[src/rtl/pdm_audio_tx.sv]
// pdm_audio_tx
//   PCM-to-PDM transmitter for the board audio output. Signed PCM samples
//   arrive on a valid/ready stream and are held in a 2-entry FIFO. A
//   first-order sigma-delta modulator turns the current sample into a PDM
//   bitstream with one bit every CLK_DIV clocks. Each sample is played for
//   OVERSAMPLE PDM bits, and that span is one frame.
//
//   Optional feature (macro PDM_TX_HOLD_LAST_EN):
//     defined   -> on underrun the last sample keeps playing
//     undefined -> on underrun the output falls back to midscale (signed 0)
//
// Ports
//   clk        in   system clock
//   reset      in   asynchronous reset, active-low
//   enable     in   1 = run; 0 = idle, flush FIFO, outputs low
//   s_valid    in   sample valid
//   s_ready    out  sample accepted when s_valid & s_ready (combinational)
//   s_data     in   signed PCM sample, SAMPLE_W bits
//   audio_pdm  out  PDM bitstream, registered
//   audio_on   out  amplifier enable, registered copy of enable
//   pdm_tick   out  1-cycle pulse on the cycle audio_pdm takes a new bit
//   underrun   out  1-cycle pulse: frame boundary found the FIFO empty
//
// Handshake: a sample transfers on every rising clk edge where s_valid and
// s_ready are both high. s_ready does not depend on s_valid. While s_ready
// is low, s_valid/s_data are ignored.
module pdm_audio_tx #(
  parameter int CLK_DIV    = 16,
  parameter int OVERSAMPLE = 64,
  parameter int SAMPLE_W   = 16
) (
  input  logic                clk,
  input  logic                reset,
  input  logic                enable,
  input  logic                s_valid,
  output logic                s_ready,
  input  logic [SAMPLE_W-1:0] s_data,
  output logic                audio_pdm,
  output logic                audio_on,
  output logic                pdm_tick,
  output logic                underrun
);

  localparam int DIV_W  = $clog2(CLK_DIV);
  localparam int SLOT_W = $clog2(OVERSAMPLE);
  localparam logic [DIV_W-1:0]    DIV_LAST  = DIV_W'(CLK_DIV - 1);
  localparam logic [SLOT_W-1:0]   SLOT_LAST = SLOT_W'(OVERSAMPLE - 1);
  localparam logic [SAMPLE_W-1:0] SIGN_BIT  = {1'b1, {(SAMPLE_W-1){1'b0}}};

  logic [DIV_W-1:0]    div_cnt_q, div_cnt_d;
  logic [SLOT_W-1:0]   slot_q, slot_d;
  logic [SAMPLE_W-1:0] fifo_q [2];
  logic [SAMPLE_W-1:0] fifo_d [2];
  logic [1:0]          fifo_cnt_q, fifo_cnt_d;
  logic [SAMPLE_W-1:0] acc_q, acc_d;
  // cur holds the signed sample; signed 0 is midscale in offset binary.
  logic [SAMPLE_W-1:0] cur_q, cur_d;
  logic                audio_pdm_q, audio_pdm_d;
  logic                audio_on_q, audio_on_d;
  logic                pdm_tick_q, pdm_tick_d;
  logic                underrun_q, underrun_d;

  logic                tick, frame, fifo_empty, push, pop;
  logic [SAMPLE_W-1:0] cur_sel, u;
  logic [SAMPLE_W:0]   sum;

  always_comb begin
    tick       = enable && (div_cnt_q == DIV_LAST);
    frame      = tick && (slot_q == '0);
    fifo_empty = (fifo_cnt_q == 2'd0);
    s_ready    = enable && (fifo_cnt_q != 2'd2);
    push       = s_valid && s_ready;
    // No bypass: a push in the same cycle as an empty-FIFO boundary
    // cannot be popped, so that boundary still underruns.
    pop        = frame && !fifo_empty;

    div_cnt_d = tick ? '0 : div_cnt_q + DIV_W'(1);
    slot_d    = slot_q;
    if (tick) slot_d = (slot_q == SLOT_LAST) ? '0 : slot_q + SLOT_W'(1);

    // The sample selected at a frame boundary drives that boundary's bit.
    cur_sel = cur_q;
    if (frame) begin
      if (!fifo_empty) begin
        cur_sel = fifo_q[0];
      end else begin
`ifdef PDM_TX_HOLD_LAST_EN
        cur_sel = cur_q;
`else
        cur_sel = '0;
`endif
      end
    end

    // First-order sigma-delta: carry out of acc + u is the output bit,
    // and dropping the carry subtracts 2^W from the accumulator.
    u           = cur_sel ^ SIGN_BIT;
    sum         = {1'b0, acc_q} + {1'b0, u};
    acc_d       = acc_q;
    audio_pdm_d = audio_pdm_q;
    if (tick) begin
      acc_d       = sum[SAMPLE_W-1:0];
      audio_pdm_d = sum[SAMPLE_W];
    end
    cur_d = cur_sel;

    // Entry 0 is the head. Push+pop can only happen with exactly one
    // entry stored, so the new sample simply replaces the head.
    fifo_d     = fifo_q;
    fifo_cnt_d = fifo_cnt_q;
    unique case ({push, pop})
      2'b10: begin
        fifo_d[fifo_cnt_q[0]] = s_data;
        fifo_cnt_d            = fifo_cnt_q + 2'd1;
      end
      2'b01: begin
        fifo_d[0]  = fifo_q[1];
        fifo_cnt_d = fifo_cnt_q - 2'd1;
      end
      2'b11: fifo_d[0] = s_data;
      default: ;
    endcase

    pdm_tick_d = tick;
    underrun_d = frame && fifo_empty;
    audio_on_d = enable;

    // Disable returns everything to its reset state on the next edge.
    if (!enable) begin
      div_cnt_d   = '0;
      slot_d      = '0;
      fifo_cnt_d  = 2'd0;
      acc_d       = '0;
      cur_d       = '0;
      audio_pdm_d = 1'b0;
    end
  end

  always_ff @(posedge clk or negedge reset) begin
    if (!reset) begin
      div_cnt_q   <= '0;
      slot_q      <= '0;
      fifo_q[0]   <= '0;
      fifo_q[1]   <= '0;
      fifo_cnt_q  <= 2'd0;
      acc_q       <= '0;
      cur_q       <= '0;
      audio_pdm_q <= 1'b0;
      audio_on_q  <= 1'b0;
      pdm_tick_q  <= 1'b0;
      underrun_q  <= 1'b0;
    end else begin
      div_cnt_q   <= div_cnt_d;
      slot_q      <= slot_d;
      fifo_q[0]   <= fifo_d[0];
      fifo_q[1]   <= fifo_d[1];
      fifo_cnt_q  <= fifo_cnt_d;
      acc_q       <= acc_d;
      cur_q       <= cur_d;
      audio_pdm_q <= audio_pdm_d;
      audio_on_q  <= audio_on_d;
      pdm_tick_q  <= pdm_tick_d;
      underrun_q  <= underrun_d;
    end
  end

  assign audio_pdm = audio_pdm_q;
  assign audio_on  = audio_on_q;
  assign pdm_tick  = pdm_tick_q;
  assign underrun  = underrun_q;

endmodule

[config.mk]
export PLATFORM = sky130hd
export DESIGN_NAME = pdm_audio_tx
export DESIGN_NICKNAME = d
export VERILOG_FILES = /design/src/rtl/pdm_audio_tx.sv
export SDC_FILE = /design/constraint.sdc
export NUM_CORES = 1
export LEC_CHECK = 0
export ABC_AREA = 1
export CAP_MARGIN = 20
export CORE_MARGIN = 4
export CORE_UTILIZATION = 66
export CTS_BUF_LIST = sky130_fd_sc_hd__clkbuf_8
export CTS_CLUSTER_DIAMETER = 200
export CTS_CLUSTER_SIZE = 8
export DETAILED_ROUTE_END_ITERATION = 8
export DONT_BUFFER_PORTS = 1
export PLACE_DENSITY_LB_ADDON = 0.15
export SETUP_SLACK_MARGIN = 0.3
export SYNTH_ARGS = -nofsm -noshare
export SYNTH_HDL_FRONTEND = slang
export SYNTH_SLANG_ARGS = --single-unit
[constraint.sdc]
create_clock -name clk -period 3.6 [get_ports clk]
set_clock_uncertainty 0.2 [all_clocks]
set_input_delay 0.36 -clock clk [delete_from_list [all_inputs] [get_ports clk]]
set_output_delay 0.36 -clock clk [all_outputs]
set_load 0.05 [all_outputs]
---- Yosys cells after proc, flatten, opt, wreduce, memory -nomap -nowiden ----
Cells that the tools add are included.
word-level totals
  logic and storage cells ................. 57
  flip-flop bits (word level) ............. 80
  output and inout port bits .............. 5
  bits of input ports ..................... 20
operators by class
  reduce and logical (&&, ||, !) cells .... 11
  equal/unequal tests ..................... 8
  add/sub/neg operators ................... 5
  $lt $le $gt $ge ......................... 2
  bitwise gates (word level) .............. 2
  mux-type cells .......................... 18
operator list
  cell                                                         count
  two-way mux 16 bit                                           6
  one-hot mux 16 bit (3 select lines)                          1
  bitwise mux 32 bit                                           1
  two-way mux 6 bit                                            3
  adder 16 x 16 -> 17 bit                                      1
  demux 16 bit (select 1 bit)                                  1
  two-way mux 4 bit                                            2
  logical AND 1 bit                                            7
  adder 6 x 1 -> 6 bit (second input constant)                 1
  equality test 6 bit (second input constant)                  1
  logical NOT 6 bit                                            1
  adder 4 x 1 -> 4 bit (second input constant)                 1
  equality test 2 bit (second input constant)                  2
  equality test 4 bit (second input constant)                  1
  one-hot mux 2 bit (2 select lines)                           1
  inequality test 3 x 1 -> 1 bit (second input constant)       1
  nonzero test 3 bit                                           1
  adder 2 x 1 -> 2 bit (second input constant)                 1
  equality test 2 x 1 -> 1 bit (second input constant)         1
  greater-or-equal comparator 2 bit (second input constant)    1
  logical NOT 2 bit                                            1
  less-than comparator 2 x 1 -> 1 bit (second input constant)  1
  two-way mux 1 bit                                            2
  two-way mux 2 bit                                            1
  6 further kinds                                              6

---- Depth between registers and ports, before layout ----
Gate-level depths: netlist (run 1).
  word-level depth ........................ 8
  gate-level depth with buffers ........... 22
  gate-level depth less buffers ........... 21

---- Worst setup path before layout (run 1) ----
No wires, ideal clock.
  kind .................................... reg-to-reg
  start point ............................. reg slot_q[0]
  end point ............................... reg acc_q[12]
  data required time ...................... 3282 ps
  path buffers ............................ 1
  period minus slack after synthesis ...... 2861 ps
  cell stages (with the launch flop) ...... 21
  arrival ................................. 2543 ps
  slack ................................... 739 ps
  setup time .............................. 118 ps
  path through ............................ dfrtp_1 > inv_1 > ha_1 > nand3_1 > nor2_1 > nand3_2 > buf_6 > clkinv_4 > a22oi_1 > inv_1 > ha_1 > inv_1 > fa_1 > inv_1 > nand3_1 > nand3_1 > nand3_1 > nand3_1 > nand2_1 > nand3_1 > nand2_1
between the ends
  longest elaborated chain between the ends .. 6
ends and longest elaborated chain
  item                     line  source
  from (decl)              51    logic [SLOT_W-1:0] slot_q, slot_d;
  from (signal assigned)   154   slot_q <= slot_d;
  logical NOT 6 bit        69    frame = tick && (slot_q == '0);
  logical AND 1 bit        69
  two-way mux 16 bit       83    if (frame) begin
  adder 16 x 16 -> 17 bit  98    sum = {1'b0, acc_q} + {1'b0, u};
  two-way mux 16 bit       101   if (tick) begin
  two-way mux 16 bit       129   if (!enable) begin
  to (signal assigned)     146   acc_q <= '0;
  to (signal assigned)     158   acc_q <= acc_d;
  to (decl)                55    logic [SAMPLE_W-1:0] acc_q, acc_d;
Every way passes these cells. The select of a mux whose other input is x is not followed.
A chain may end at the register's enable or synchronous reset.

---- Final worst setup path (run 1) ----
  start point ............................. reg div_cnt_q[0]
  end point ............................... reg acc_q[15]
between the ends
  longest elaborated chain between the ends .. 8
  elaborated cells between the ends (all ways) .. 9
  classes of those cells .................. add/sub: 1; eq/ne: 2; mux: 3; bitwise: 1; reduce/logical: 2
ends and longest elaborated chain
  item                     line  source
  from (decl)              50    logic [DIV_W-1:0] div_cnt_q, div_cnt_d;
  from (signal assigned)   153   div_cnt_q <= div_cnt_d;
  equality test 4 bit *    68    tick = enable && (div_cnt_q == DIV_LAST);
  logical AND 1 bit *      68
  logical AND 1 bit        69
  two-way mux 16 bit       83
  NOT 1 bit (no line)      n/a
  adder 16 x 16 -> 17 bit  98
  two-way mux 16 bit       101
  two-way mux 16 bit       129
Mark *: on every way between the ends. The rest lies on a longest branch, timed or not. The select of a mux whose other input is x is not followed.

==> results.yml, run 1 <==
worst_setup_path:
  reg2regPathDepth: 18
  cp_num_buf_inv: 4
  path_common_cell: "nand2_1"
  reg2reg_from: "div_cnt_q[0]"
  cp.arrival_ns: 3.09
  crit_required_ns: 3.63
  critical-path-top-delay-family: "simple AND/OR/NAND/NOR gates"
  critical_path_class: "flip-flop to flip-flop"
  r2r_end: "acc_q[15]"
  worstPathCellList: "ha_1 -> nand2_1 -> inv_1 -> nand2_1 -> nor2_4 -> nand3_2 -> clkinv_4 -> buf_4 -> a22oi_2 -> inv_1 -> ha_1 -> or2_2 -> nand3_1 -> nand2_1 -> nand2_1 -> nand3_1 -> nand3_1 -> nand2_1"
  crit_path_max_incr_delay_ns: 0.40
  critPathMaxFanout: 14
  endpoint_kind: "flip-flop"
  start_kind: "flip-flop"
  reg2reg_slack_ns: 0.54
  crit_slowest_cell: "dfrtp_1"
floorplanning:
  pin_count: 25
  initial_core_util_pct: 69.7
  die-area_mm2: 0.00825
  fp.coreArea_mm2: 0.00649
  chipHeight_um: 90.8
  die_w_um: 90.8
  rows: 29
drt:
  routed_wl_um: 9140
  via_per_inst: 5.49
  drt_iter0_markers: 181
  antenna_left: 0
  route.detailed.drc: 0
  first_pass_iters: 5
  wl_per_cell_um: 13.4
  vias: 3735
synthesis:
  yosysSeqAreaShare_pct: 44.2
  syn_avg_cell_area_um2: 7.85
  synth_fa_ha_area_share_pct: 6.80
  synthXorXnorAreaFrac_pct: 1.16
  synth_area_mm2: 0.00453
  synth_top_family_by_area: "simple AND/OR/NAND/NOR gates"
  synth_compound_gate_area_share_pct: 12.7
  ys_ff_latch: 80
  synth-edff-count: 0
  synthCells: 577
  synth_mux_area_share_pct: 0
  async_flop_share_pct: 100
  mappedNetlistNets: 621
  synth-simple-area-share_pct: 25.5
  synthFlopType: "dfrtp_1"
  yosysWarnings: 0
  synth.distinct_cells: 39
power:
  powerDensity_mw_per_mm2: 425
  vdd_ir_drop_max_mv: 0.393
  power.leakage_uw: 0.00281
clock_network:
  clk_path_buf_depth: 2
  cts_buffers: 9
  cts-root-buf: "clkbuf_8"
  htreeDepth: 3
  clk_pin_slew_worst_paths_ns: 0.08
  clkLatencyLatePin_ns: 0.34
  cts.sinks: 80
  cts_tree: "done"
cells_and_area:
  fin_nets: 642
  final_util_pct: 77.5
  n_antenna_cell: 0
  layout_common_cells: "153 x nand2_1, 83 x inv_1, 80 x dfrtp_1, 50 x nor2_1, 43 x nand3_1"
  final_common_cell: "nand2_1"
  syn2layout_area_growth_pct: 11.1
  drive_gt1_share_pct: 6.97
sta:
  period_share_pct: 85.0
  fmax_mhz: 327
  timing.final.hold_violations: 0
  rsz0062_at_grt: "no"
  setup_violations: 0
  fin_setup_tns_ns: 0
  worstMarginPinSlew_ns: 1.04
  drv_slew: 0
  period_needed_ns: 3.06
  slew_headroom_pct: 31.1
run_status:
  outcome: "finished, final reports clean"
place:
  dp_hpwl_um: 6220
  portBuffers: 0
  routabilityCongestion: 0.882
global_route:
  grt_max_degree: 81
  overflow: 0
  track_usage_pct: 23.4
  grt_pass1_vias: 3595
  antenna_found_initial: 0
  grt_pass1_wl_um: 16000
worst_hold_path:
  hp-class: "primary input to flip-flop"
  whs_path_depth: 2
  hp-start: "enable"
  whs_endpoint: "cur_q[15]"
run:
  timing.max_cap.violations: 0
==> kinds of logic after synthesis <==
family,count (synthesis)
AND/OR/NAND/NOR,267
XOR/XNOR,6
AO/OA/AOI/OAI,95
adder cells (fa/ha/maj),24
buffers and inverters,105
flip-flops,80
==> routing by layer <==
metal | track usage, % | part of all wire, %
met3 | 4.33 | 3.9
met5 | 0 | 0
met2 | 38.5 | 47
met1 | 32.0 | 48
met4 | 6.53 | 0.92
==> timing repair <==
action / in CTS / in global routing
hold buffers: 19 / 0
hold endpoints to repair: 117 / 0
buffers inserted: 0 / 4
gates resized for setup: 0 / 3
endpoints found under the setup margin: 0 / 9
==> flip-flops by register name (all words and copies together) (netlist names) <==
register / cells
cur_q: 16
acc_q: 16
div_cnt_q: 4
audio_on: 1
audio_pdm: 1
slot_q: 6
fifo_q: 32
fifo_cnt_q: 2
pdm_tick: 1
underrun: 1
==> metrics by stage <==
stage / std cells / instance area, µm² / hold slack, ns / worst slack, ns / power [µW]
after floorplan: 577 / 4530 / -0.136 / 0.739 / 1300
after global placement: 641 / 4550 / -0.134 / 0.573 / 1340
after detailed placement: 641 / 4550 / -0.133 / 0.458 / 1360
after CTS: 676 / 4990 / 0.112 / 0.412 / 2150
after global routing: 680 / 5030 / 0.127 / 0.290 / 2250
final: 680 / 5030 / 0.122 / 0.541 / 2140
==> synthesized netlist by cell type, types with 2 or more instances <==
cell type / n / area [µm²]
a21boi_1: 10 / 75.1
nand2_1: 153 / 574
inv_1: 83 / 312
dfrtp_1: 80 / 2000
buf_6: 3 / 33.8
o21ai_0: 13 / 65.1
clkbuf_1: 4 / 15.0
xnor2_1: 2 / 17.5
ha_1: 23 / 288
nand3_1: 43 / 215
o22ai_1: 4 / 25.0
nand3b_1: 2 / 15.0
a21boi_0: 6 / 45.0
nor2_1: 51 / 191
nor3_1: 6 / 30.0
a22oi_1: 15 / 113
a21oi_1: 27 / 135
nand2_4: 3 / 33.8
nand4_1: 2 / 12.5
xor2_1: 4 / 35.0
buf_2: 7 / 35.0
inv_2: 4 / 15.0
o21ai_1: 16 / 80.1
==> power breakdown <==
part | leakage [µW] | internal [µW] | switching (µW)
Combinational | 0.00165 | 122 | 159
Clock | 0.000119 | 428 | 326
Sequential | 0.00104 | 1020 | 77.0
Total | 0.00281 | 1570 | 562
==> worst max-delay path by stage <==
stage | start | cells past startpoint | end | slack [ns]
after floorplan | slot_q[0] | 20 | acc_q[12] | 0.74
after global placement | slot_q[0] | 20 | audio_pdm | 0.57
after detailed placement | slot_q[1] | 19 | acc_q[12] | 0.46
after CTS | slot_q[1] | 20 | audio_pdm | 0.41
after global routing | div_cnt_q[0] | 20 | acc_q[12] | 0.29
final | div_cnt_q[0] | 18 | acc_q[15] | 0.54
==> layout make-up <==
cell class | instances | area, µm²
clock buffer | 11 | 151
clock inverter | 5 | 78.8
fill | 452 | 1460
inverter | 89 | 339
multi-input combinational | 392 | 2100
sequential | 80 | 2000
tap | 77 | 96.3
timing repair buffer | 26 | 260
(Power assumes the default switching activity.)
==> inputs of run 2 (changes only) <==
Settings changed: CORE_UTILIZATION 66 to 60.
Clock period 3.6 ns to 2.8 ns, I/O delays scaled along.
==> run 2 against run 1 <==
The flow now finishes with violations (DRC, setup timing). Critical path depth up 1. First-iteration DRC count rose to 2.6 times the previous value. Global-route usage up 7.2 points. Clock power up 41%. Cell area up 26%. Utilization up 9.4 points. Routed wire length up 72%. Maximum frequency down 4.3%. Power up 35%. Cell count up 12%. Combinational power up 40%. Largest power group unchanged.
==> results.yml, run 2 (same netlist as run 1, synthesis figures left out) <==
run_status:
  outcome: "finished, violations left"
  failed_checks: "DRC, setup timing"
sta:
  slew_headroom_pct: 65.5
  setup_violations: 13
  period_needed_ns: 3.20
  hold_slack_ns: 0.0375
  rsz0062_at_grt: "yes"
  fmax_mhz: 313
  period_share_pct: 114
  fin_setup_tns_ns: -2.32
  worstMarginPinSlew_ns: 0.517
  timing.final.hold_violations: 0
  worst_slack_ns: -0.397
  drv_slew: 0
clock_network:
  cts_buffers: 9
  cts-root-buf: "clkbuf_8"
  cts.sinks: 80
  clkLatencyLatePin_ns: 0.37
  cts_tree: "done"
  clk_pin_slew_worst_paths_ns: 0.09
  clk_path_buf_depth: 2
  htreeDepth: 3
worst_setup_path:
  reg2reg_from: "div_cnt_q[0]"
  r2r_end: "acc_q[15]"
  cp.arrival_ns: 3.25
  reg2reg_slack_ns: -0.40
  endpoint_kind: "flip-flop"
  start_kind: "flip-flop"
  crit_slowest_cell: "dfrtp_1"
  worstPathCellList: "ha_2 -> nand2_2 -> inv_2 -> nand2_4 -> nor2_4 -> buf_12 -> nand3_4 -> clkinv_4 -> clkbuf_16 -> a22oi_1 -> inv_1 -> ha_4 -> nand2_2 -> nor3_4 -> nand2_2 -> nand2_1 -> nand2_1 -> nand3_1 -> nand2_1"
  crit_required_ns: 2.85
  crit_path_max_incr_delay_ns: 0.41
  critical_path_class: "flip-flop to flip-flop"
  crit_path_start: "div_cnt_q[0]"
  reg2regPathDepth: 19
  critPathMaxFanout: 5
floorplanning:
  pin_count: 25
  die-area_mm2: 0.00900
  die_w_um: 94.9
  chipHeight_um: 94.9
  rows: 31
  fp.coreArea_mm2: 0.00729
  initial_core_util_pct: 62.1
global_route:
  track_usage_pct: 30.7
  grt_pass1_vias: 4342
  overflow: 0
  antenna_found_initial: 0
  grt_max_degree: 81
  grt_pass1_wl_um: 21300
cells_and_area:
  syn2layout_area_growth_pct: 39.9
  layout_common_cells: "118 x nand2_1, 80 x dfrtp_1, 61 x inv_1, 45 x nor2_1, 38 x buf_4"
  final_common_cell: "nand2_1"
  largestRegisters: "fifo_q: 32 flops, acc_q: 16 flops, cur_q: 16 flops"
  drive_gt1_share_pct: 33.6
  fin_nets: 703
  regMostFlops: "fifo_q"
  n_antenna_cell: 0
  n_fill_cell: 357
  largest_reg_flops: 32
drt:
  wl_per_cell_um: 20.6
  first_pass_iters: 9
  vias: 4774
  antenna_left: 0
  route.detailed.drc: 1
  via_per_inst: 6.27
  routed_wl_um: 15700
  drt_iter0_markers: 477
worst_hold_path:
  hp-start: "enable"
  whs_endpoint: "div_cnt_q[0]"
  whs_path_depth: 2
  hp-class: "primary input to flip-flop"
place:
  routabilityCongestion: 0.885
  dp_hpwl_um: 6710
  portBuffers: 0
power:
  power.leakage_uw: 0.00326
  powerDensity_mw_per_mm2: 456
  vdd_ir_drop_max_mv: 0.592
run:
  timing.max_cap.violations: 0
## run 2: per-stage QoR
| step | power, µW | worst slack [ns] | util, % | std cells | cell area, µm² |
|---|---|---|---|---|---|
| 6_report | 2890 | -0.397 | 86.9 | 762 | 6330 |
| 5_1_grt | 3010 | -0.498 | 86.9 | 762 | 6330 |
| 4_1_cts | 2850 | -0.000208 | 82.1 | 749 | 5990 |
| 3_5_place_dp | 1760 | -0.108 | 66.8 | 673 | 4870 |
| 3_3_place_gp | 1740 | -0.00624 | 66.8 | 673 | 4870 |
| 2_1_floorplan | 1690 | 0.0971 | - | 577 | 4740 |
## run 2: how the worst max path moves through the flow
stage	endpoint	slack, ns	cells past startpoint
2_1_floorplan	acc_q[11]	0.1	21
3_3_place_gp	acc_q[13]	-0.006	17
3_5_place_dp	acc_q[11]	-0.11	18
4_1_cts	acc_q[11]	-0.0002	21
5_1_grt	acc_q[15]	-0.50	19
6_report	acc_q[15]	-0.40	19
## run 2: final cells by class
| cell class | instances | area [µm²] | area share, % |
|---|---|---|---|
| Tap cell | 99 | 124 | 1.96 |
| Clock inverter | 6 | 116 | 1.84 |
| Sequential cell | 80 | 2000 | 31.6 |
| Timing Repair Buffer | 85 | 866 | 13.7 |
| Inverter | 89 | 344 | 5.43 |
| Multi-Input combinational cell | 394 | 2760 | 43.5 |
| Clock buffer | 9 | 124 | 1.96 |
## run 2: repair_timing
action                     in CTS  in global routing
buffers inserted               41                 11
gates cloned                    1                  2
setup endpoints to repair      16                 18
gates resized for setup        80                 58
hold endpoints to repair      117                  0
hold buffers                   19                  0
pin swaps                      30                 30
## run 2: routing by layer
layer,vias to the layer above,part of all wire [%],GRT usage [%]
met2,392,48,52.0
met4,0,7.7,13.6
met5,-,0,0
li1,2021,-,-
met3,131,9.3,6.37
met1,2230,35,37.7
## run 2: power by group
group	total [µW]	internal (µW)	switching, µW
clock	1060	594	463
sequential	1440	1320	119
combinational	393	166	227
total	2890	2080	808
## run 2: worst max-delay path, delay by kind of cell (launching register included)
family	cells	cell delay, ns
flops	1	0.41
compound gates	1	0.20
buf+inv	5	0.59
fa+ha+maj	2	0.51
simple gates	11	1.15
==> inputs of run 3 (changes only) <==
Settings changed: CELL_PAD_IN_SITES_DETAIL_PLACEMENT from default to 1, CELL_PAD_IN_SITES_GLOBAL_PLACEMENT from default to 2, CORE_UTILIZATION 60 to 36.
==> run 3 against run 2 <==
The flow finishes with violations (setup timing). First-iteration DRC count fell by 76%. Maximum frequency rose by 11%. Critical path depth down 1. Die area grew 60%. Cell area decreased by 5.3%. Cell count up 8.4%. Utilization down 38 points. Clock-buffer cell count unchanged. Routed wire length down 21%. Sequential power hardly changed. Global-route usage fell by 12 points. Worst hold slack better by 0.061 ns. Critical path type unchanged.
==> results.yml, run 3 (same netlist as run 1, synthesis figures left out) <==
clock_network:
  clk_path_buf_depth: 2
  cts-root-buf: "clkbuf_8"
  htreeDepth: 3
  cts_buffers: 9
  clk_pin_slew_worst_paths_ns: 0.09
  cts.sinks: 80
  clkLatencyLatePin_ns: 0.37
  cts_tree: "done"
power:
  power_uw: 2560
  vdd_ir_drop_max_mv: 0.367
  powerDensity_mw_per_mm2: 428
  power.leakage_uw: 0.00312
floorplanning:
  chipHeight_um: 120
  rows: 40
  pin_count: 25
  die-area_mm2: 0.0144
  initial_core_util_pct: 37.2
  fp.coreArea_mm2: 0.0122
  die_w_um: 120
global_route:
  grt_max_degree: 81
  antenna_found_initial: 0
  grt_pass1_vias: 4226
  overflow: 0
  grt_pass1_wl_um: 21100
  track_usage_pct: 18.4
worst_setup_path:
  cp-endpoint: "acc_q[4]"
  cp.arrival_ns: 2.92
  reg2regPathDepth: 18
  critical_path_class: "flip-flop to flip-flop"
  reg2reg_from: "div_cnt_q[1]"
  reg2reg_slack_ns: -0.08
  crit_path_start: "div_cnt_q[1]"
  critPathMaxFanout: 6
  r2r_end: "acc_q[4]"
  endpoint_kind: "flip-flop"
  crit_required_ns: 2.84
  start_kind: "flip-flop"
cells_and_area:
  largestRegisters: "fifo_q: 32 flops, acc_q: 16 flops, cur_q: 16 flops"
  regMostFlops: "fifo_q"
  layout_common_cells: "126 x nand2_1, 80 x dfrtp_1, 69 x inv_1, 58 x buf_4, 46 x nor2_1"
  final_common_cell: "nand2_1"
  syn2layout_area_growth_pct: 32.5
  final_cell_count_no_fill: 826
  largest_reg_flops: 32
  final_cell_area_mm2: 0.00600
  fin_nets: 699
  drive_gt1_share_pct: 28.6
  n_antenna_cell: 0
sta:
  timing.final.hold_violations: 0
  worstMarginPinSlew_ns: 0.465
  worst_slack_ns: -0.0758
  fmax_mhz: 348
  drv_slew: 0
  slew_headroom_pct: 69.0
  rsz0062_at_grt: "yes"
  hold_slack_ns: 0.0984
  period_needed_ns: 2.88
  period_share_pct: 103
  setup_violations: 8
run_status:
  failed_checks: "setup timing"
  outcome: "finished, violations left"
place:
  placed_cell_area_mm2: 0.00514
  dp.cells: 768
  dp_hpwl_um: 8640
  post-place-ws_ns: -0.0981
  routabilityCongestion: 0.791
  portBuffers: 0
run:
  timing.max_cap.violations: 0
drt:
  antenna_left: 0
  route.detailed.drc: 0
  wl_per_cell_um: 15.1
  vias: 3984
  via_per_inst: 4.82
  routed_wl_um: 12500
  first_pass_iters: 4
  drt_iter0_markers: 113
worst_hold_path:
  hp-class: "primary input to flip-flop"
-- run 3: how the worst min path moves through the flow --
stage | slack [ns] | cells past startpoint | endpoint | from
after global routing | 0.1 | 3 | cur_q[2] | enable
after floorplan | -0.22 | 0 | acc_q[0] | reset
after detailed placement | -0.21 | 0 | acc_q[4] | reset
after CTS | 0.03 | 2 | div_cnt_q[0] | enable
final | 0.1 | 3 | cur_q[6] | enable
after global placement | -0.21 | 0 | slot_q[5] | reset
-- run 3: through the flow --
step / setup TNS [ns] / utilization (%)
6_report: -0.351 / 49.3
5_1_grt: -2.95 / 49.3
4_1_cts: -0.0376 / 47.4
3_5_place_dp: -0.767 / 42.2
3_3_place_gp: -0.207 / 42.2
2_1_floorplan: 0 / -
-- run 3: cell type report --
type	instances	area (µm²)
Fill cell	1463	6160
Inverter	89	343
Timing Repair Buffer	81	697
Sequential cell	80	2000
Clock buffer	9	124
Clock inverter	5	27.5
Tap cell	168	210
Timing Repair inverter	1	6.26
Multi-Input combinational cell	393	2590
-- run 3: power by group --
part	leakage, µW	switching, µW	internal [µW]	total, µW
sequential	0.00104	107	1320	1420
combinational	0.00199	217	168	385
clock	0.0000859	449	307	755
-- run 3: metal layers --
layer | GRT usage, % | wire length (µm) | vias up
met4 | 6.01 | 210 | 0
li1 | - | - | 2003
met1 | 24.0 | 5920 | 1921
met2 | 31.4 | 6080 | 44
met5 | 0 | 0 | -
met3 | 2.73 | 253 | 16
-- run 3: what timing repair did --
item,CTS,global route
pin swaps,13,19
endpoints found under the hold margin,117,0
resized for setup,41,41
hold buffers,19,0
setup buffers,15,8
endpoints found under the setup margin,16,34
cloned,2,0
-- run 3: critical path: stages, from the launching register on --
cell and delay [ns]:
dfrtp_1 0.37, ha_2 0.19, nand2_2 0.05, inv_2 0.07, nand2_4 0.06, nor2_4 0.27
nand3_4 0.17, clkinv_4 0.11, a22oi_2 0.06, inv_1 0.06, ha_2 0.17, inv_2 0.04
fa_2 0.37, inv_2 0.08, nand3_2 0.08, nand3_4 0.10, buf_4 0.13, xnor2_2 0.11
o21ai_1 0.07
